`src/rtl/fnd_digit_scanner.sv`:
```
// Time-multiplexed FND digit scanner: prescaled slot counter, masked digit skip,
// blank window and polarity select. Define FND_DIMMING_EN to add i_bright dimming.
`timescale 1ns/1ps

module fnd_digit_scanner #(
    parameter int NUM_DIGITS   = 4,
    parameter int SEL_W        = $clog2(NUM_DIGITS),
    parameter int SCAN_DIV     = 100000,
    parameter int BLANK_CYCLES = 1000,
    parameter bit ACTIVE_LOW   = 1'b0
) (
    input  logic                  i_clk,
    input  logic                  i_reset,
    input  logic                  i_enable,
    input  logic [NUM_DIGITS-1:0] i_digitMask,
`ifdef FND_DIMMING_EN
    input  logic [3:0]            i_bright,
`endif
    output logic [SEL_W-1:0]      o_fndSel,
    output logic [NUM_DIGITS-1:0] o_fndSelect,
    output logic                  o_blank,
    output logic                  o_scanTick
);

    localparam int                    CNT_W    = $clog2(SCAN_DIV);
    localparam logic [CNT_W-1:0]      LAST_CNT = CNT_W'(SCAN_DIV - 1);
    localparam logic [NUM_DIGITS-1:0] INACTIVE = {NUM_DIGITS{ACTIVE_LOW}};

    logic [CNT_W-1:0]      r_cnt;
    logic [SEL_W-1:0]      r_idx;
    logic [NUM_DIGITS-1:0] r_fndSelect;
    logic                  r_blank;
    logic                  r_scanTick;

    logic                  w_terminal;
    logic [CNT_W-1:0]      w_cnt_next;
    logic [SEL_W-1:0]      w_idx_next;
    logic                  w_past_blank;
    logic                  w_dim_ok;
    logic                  w_active;
    logic [NUM_DIGITS-1:0] w_onehot;

    // First enabled digit after cur, wrapping; keeps cur if no other digit is enabled.
    function automatic logic [SEL_W-1:0] next_index(input logic [SEL_W-1:0]      cur,
                                                    input logic [NUM_DIGITS-1:0] mask);
        logic [SEL_W-1:0] result;
        logic [SEL_W-1:0] cand_idx;
        logic             found;
        int               cand;
        result = cur;
        found  = 1'b0;
        for (int k = 1; k < NUM_DIGITS; k++) begin
            cand = int'(cur) + k;
            if (cand >= NUM_DIGITS) cand = cand - NUM_DIGITS;
            cand_idx = SEL_W'(cand);
            if (!found && mask[cand_idx]) begin
                result = cand_idx;
                found  = 1'b1;
            end
        end
        return result;
    endfunction

    assign w_terminal = (r_cnt == LAST_CNT);

    always_comb begin
        w_cnt_next = r_cnt;
        w_idx_next = r_idx;
        if (i_enable) begin
            if (w_terminal) begin
                w_cnt_next = '0;
                w_idx_next = next_index(r_idx, i_digitMask);
            end else begin
                w_cnt_next = r_cnt + 1'b1;
            end
        end
    end

    generate
        if (BLANK_CYCLES == 0) begin : g_no_blank
            assign w_past_blank = 1'b1;
        end else begin : g_blank
            assign w_past_blank = (w_cnt_next >= CNT_W'(BLANK_CYCLES));
        end
    endgenerate

`ifdef FND_DIMMING_EN
    localparam int STEP = (SCAN_DIV - BLANK_CYCLES) / 16;

    logic [3:0] r_bright;
    logic [3:0] w_bright;

    // Brightness is captured only around the slot boundary, so a change lands on the next slot.
    assign w_bright = (r_cnt == '0 || w_cnt_next == '0) ? i_bright : r_bright;
    assign w_dim_ok = (w_bright == 4'hF) ||
                      ((32'(w_cnt_next) - 32'(BLANK_CYCLES)) < (32'(w_bright) * 32'(STEP)));

    always_ff @(posedge i_clk or posedge i_reset) begin
        if (i_reset) r_bright <= '0;
        else         r_bright <= w_bright;
    end
`else
    assign w_dim_ok = 1'b1;
`endif

    assign w_active = i_enable && w_past_blank && i_digitMask[w_idx_next] && w_dim_ok;
    assign w_onehot = w_active ? (NUM_DIGITS'(1) << w_idx_next) : '0;

    // NOTE: outputs are registered from next-state values so no input reaches a select pin
    // through logic; all state uses non-blocking assignments and clears on async reset.
    always_ff @(posedge i_clk or posedge i_reset) begin
        if (i_reset) begin
            r_cnt       <= '0;
            r_idx       <= '0;
            r_fndSelect <= INACTIVE;
            r_blank     <= 1'b1;
            r_scanTick  <= 1'b0;
        end else begin
            r_cnt       <= w_cnt_next;
            r_idx       <= w_idx_next;
            r_fndSelect <= w_onehot ^ INACTIVE;
            r_blank     <= !w_active;
            r_scanTick  <= i_enable && (w_cnt_next == LAST_CNT);
        end
    end

    assign o_fndSel    = r_idx;
    assign o_fndSelect = r_fndSelect;
    assign o_blank     = r_blank;
    assign o_scanTick  = r_scanTick;

endmodule

```
`config.mk`:
```
export PLATFORM = sky130hd
export DESIGN_NAME = fnd_digit_scanner
export DESIGN_NICKNAME = d
export VERILOG_FILES = /design/src/rtl/fnd_digit_scanner.sv
export SDC_FILE = /design/constraint.sdc
export NUM_CORES = 1
export LEC_CHECK = 0
export ABC_AREA = 0
export CELL_PAD_IN_SITES_DETAIL_PLACEMENT = 2
export CELL_PAD_IN_SITES_GLOBAL_PLACEMENT = 2
export CORE_MARGIN = 1.5
export CORE_UTILIZATION = 40
export CTS_BUF_LIST = sky130_fd_sc_hd__clkbuf_16
export DETAILED_ROUTE_END_ITERATION = 10
export PLACE_DENSITY_LB_ADDON = 0.1
export SLEW_MARGIN = 20
export SYNTH_ARGS = -nofsm -noshare
export SYNTH_HDL_FRONTEND = slang
export SYNTH_SLANG_ARGS = --single-unit
```
`constraint.sdc`:
```
create_clock -name i_clk -period 5.3 [get_ports i_clk]
set_clock_uncertainty 0.1 [all_clocks]
set_input_delay 1.06 -clock i_clk [delete_from_list [all_inputs] [get_ports i_clk]]
set_output_delay 1.06 -clock i_clk [all_outputs]
set_load 0.03 [all_outputs]
```
==> impl_results.md <==
- Count of mapped cells out of synthesis: 163
- Fraction of registers with async set/reset: 100%
- Tightest Hold Check Type: register to register
- Cell with the largest stage delay on the worst path: sky130_fd_sc_hd__clkdlybuf4s50_1
- Routed met2 length: 2370 um
- Number of iterations in the first detailed-routing pass: 4
- Number of design rule violations left after detail routing: 0
- Number of antenna violations at the first check in global routing: 0
- Setup total negative slack: 0 ns
- Pwr dens: 301 mW/mm^2
- Clock buffer depth: 2
- Most common cell after layout, fill and taps aside: sky130_fd_sc_hd__dfrtp_1
- Iteration-0 DRC count of the detailed router: 45
- Clock root cell: sky130_fd_sc_hd__clkbuf_16
- End-of-flow core utilization: 46.7%
- Layout-stage area growth over the synthesis result: 12.1%
- Number of nets in the synthesized netlist: 171
- Post-route non-filler standard cell count: 220
- Post-synth top flop: sky130_fd_sc_hd__dfrtp_1
- Worst hold-check slack: 0.499 ns
- Number of synthesized flops with an enable pin: 0
- Leakage power: 0.772 nW
- Slew at the pin closest to its max-slew limit: 0.934 ns
- Final Routed Wirelength: 4590 um
- Floorplan die width: 67.5 um
- Quantity of I/O buffers inserted on ports: 14
- Final Max Tran Viols: 0
- Largest net degree at the start of global routing: 26
- Post-CTS sizing: 0
- Synthesized cell area: 0.00167 mm^2
- Footprint of the flip-flops and latches: 627 um^2
- Post-synthesis sequential area ratio: 37.6%
- Total power after layout: 0.561 mW
- Skew-Pair Late Insertion Delay: 0.26 ns
- Cell Rows: 23
- Final-stage net count: 179
- Number of global-route vias before repair: 1408
- Average via count per standard cell: 5.87
- Number of inserted filler cells in the final layout: 428
- Area post-placement: 0.00179 mm^2
- Setup repair after global routing missed its margin: false
- Die Y: 67.5 um
- Largest fanout of any net on the critical path: 15
- Diode insertion count for antenna repair: 0
- Post-route clock period utilization: 76.2%
- Length of routed wiring on met1: 2110 um
- Post-Syn Area per Cell: 10.2 um^2
- Signal arrival time at the worst endpoint: 4.07 ns
- CTS Buf Count: 3
- Routability congestion estimate: 0.758
- Headroom to the max-slew limit: 37.3%
- Highest clock rate: 0.247 GHz
- CP peak stage delay: 0.90 ns
- Post-DR wirelength/cell: 20.9 um
- Required arrival time at the worst endpoint: 5.33 ns
- MaxCap Viol Count: 0
- Number of clock sinks: 25
- DR top layer: met4
- Cells traversed along the worst timing path: clkdlybuf4s50_1 > nand4_2 > nor4_1 > xor2_1 > or3_4 > a221oi_4 > nor3_1
- Hold Fails Final Rpt: 0
- Initial core utilization: 41.6%
- Critical path endpoint category: register
- Most frequent cells in the layout: sky130_fd_sc_hd__dfrtp_1 (24), sky130_fd_sc_hd__clkdlybuf4s50_1 (14), sky130_fd_sc_hd__nor2_1 (13)
- TritonCTS clock tree: built
- Startpoint type of the worst setup path: input port
- H-Tree Level Count: 1
- Outcome: finished, final reports clean
- Remaining Overflow, GRT: 0
- Final setup slack of the worst path: 1.26 ns
- Fin area: 0.00187 mm^2
- All-layer global routing usage: 23.0%
- Clock transition time at the flip-flop clock pins of the worst setup and hold paths: 0.06 ns
- Count of hold-fix buffers inserted at cts: 0
- Cell count after placement: 216
- Count of unique library cells instantiated by Yosys: 57
- Number of top-level pins: 15
- Place WS: 1.20 ns
- Post-route antenna net violation count: 0
- Total of warnings raised by yosys: 0
- Setup bufs post-CTS: 0
- Final Critical Period: 4.04 ns
- Full die area: 0.00456 mm^2
- Type of the setup path with the least slack: input port to register
- Met3 wire len: 85 um
- Number of vias after detailed routing: 1292
- Floorplan Core Area: 0.00400 mm^2
- Wire length of the first global-routing pass: 7620 um
- Setup violations, final: 0
- Area used by multi-input combinational logic: 932 um^2
- Sum of net half-perimeters after detailed placement: 3150 um
- Fraction of layout cells with a size suffix above 1: 13.5%
- Highest ir drop seen on vdd: 0.107 mV
- Flip-flop and latch count after synthesis: 25
critical path: cells and delay by family:
family	cells	cell delay, ns
simple gates	4	1.52
buf+inv	1	0.90
compound gates	1	0.39
xor+xnor	1	0.18
power breakdown:
| part | leakage, nW | switching (mW) | total [mW] | internal, mW |
|---|---|---|---|---|
| Clock | 0.0423 | 0.0689 | 0.170 | 0.101 |
| Combinational | 0.406 | 0.0603 | 0.112 | 0.0516 |
| Sequential | 0.323 | 0.0682 | 0.280 | 0.211 |
cell usage after synthesis (2+ instances only):
cell / instances / area share (%)
sky130_fd_sc_hd__nand4_1: 6 / 2.3
sky130_fd_sc_hd__xor2_1: 7 / 3.7
sky130_fd_sc_hd__buf_4: 3 / 1.4
sky130_fd_sc_hd__nand2_1: 12 / 2.7
sky130_fd_sc_hd__xnor2_1: 9 / 4.7
sky130_fd_sc_hd__a21o_1: 3 / 1.4
sky130_fd_sc_hd__mux2i_1: 3 / 1.8
sky130_fd_sc_hd__nor3b_1: 2 / 0.90
sky130_fd_sc_hd__nand3_1: 5 / 1.5
sky130_fd_sc_hd__inv_1: 7 / 1.6
sky130_fd_sc_hd__nor2_1: 13 / 2.9
sky130_fd_sc_hd__nor4_1: 4 / 1.5
sky130_fd_sc_hd__o22ai_1: 2 / 0.75
sky130_fd_sc_hd__buf_2: 4 / 1.2
sky130_fd_sc_hd__nand2b_1: 2 / 0.75
sky130_fd_sc_hd__nor3_1: 7 / 2.1
sky130_fd_sc_hd__o21ai_0: 3 / 0.90
sky130_fd_sc_hd__nand4_2: 2 / 1.5
sky130_fd_sc_hd__buf_6: 3 / 2.0
sky130_fd_sc_hd__and3_1: 2 / 0.75
sky130_fd_sc_hd__a21oi_1: 5 / 1.5
sky130_fd_sc_hd__dfrtp_1: 24 / 36
flip-flops by register name (all words and copies together), names as in the netlist:
name and count:
o_scanTick 1, o_blank 1, o_fndSel 2, r_cnt 17, o_fndSelect 4
logic make-up (layout without fill, tap and decap cells):
kind of cell               Yosys count  count (layout)  share of synthesized area, %
and+or+nand+nor                     71              71                          29.1
AOI/OAI and AO/OA                   27              27                          14.4
DFF                                 25              25                          37.6
buffers and inverters               18              25                          6.39
xor gates and xnor gates            16              16                          8.42
muxes                                5               5                          3.38
adders and majority gates            1               1                         0.751
layer usage:
layer,GRT usage [%],up-vias
li1,-,610
met1,30.8,666
met2,40.4,12
met3,2.50,4
met4,3.83,0
met5,0,-
path summary, 6_finish.rpt:
| check | from | end | slack, ns | cells after the start |
|---|---|---|---|---|
| min in group asynchronous | i_reset | r_cnt[12] | 1.11 | 2 |
| worst max register to register | r_cnt[0] | o_fndSelect[0] | 2.18 | 7 |
| worst min-delay path | o_fndSel[0] | o_fndSel[0] | 0.50 | 1 |
| worst max-delay path | i_enable | o_fndSelect[0] | 1.26 | 7 |
| max in group asynchronous | i_reset | o_fndSelect[0] | 3.56 | 2 |
| worst min register to register | o_fndSel[0] | o_fndSel[0] | 0.50 | 1 |
cell type report:
class | instances | area share (%)
Multi-Input combinational cell | 120 | 49.9
Timing Repair Buffer | 14 | 7.51
Sequential cell | 25 | 33.6
Tap cell | 50 | 3.35
Inverter | 7 | 1.41
Clock inverter | 1 | 0.201
Clock buffer | 3 | 4.02
No activity file was read; power rests on OpenSTA's default activity.
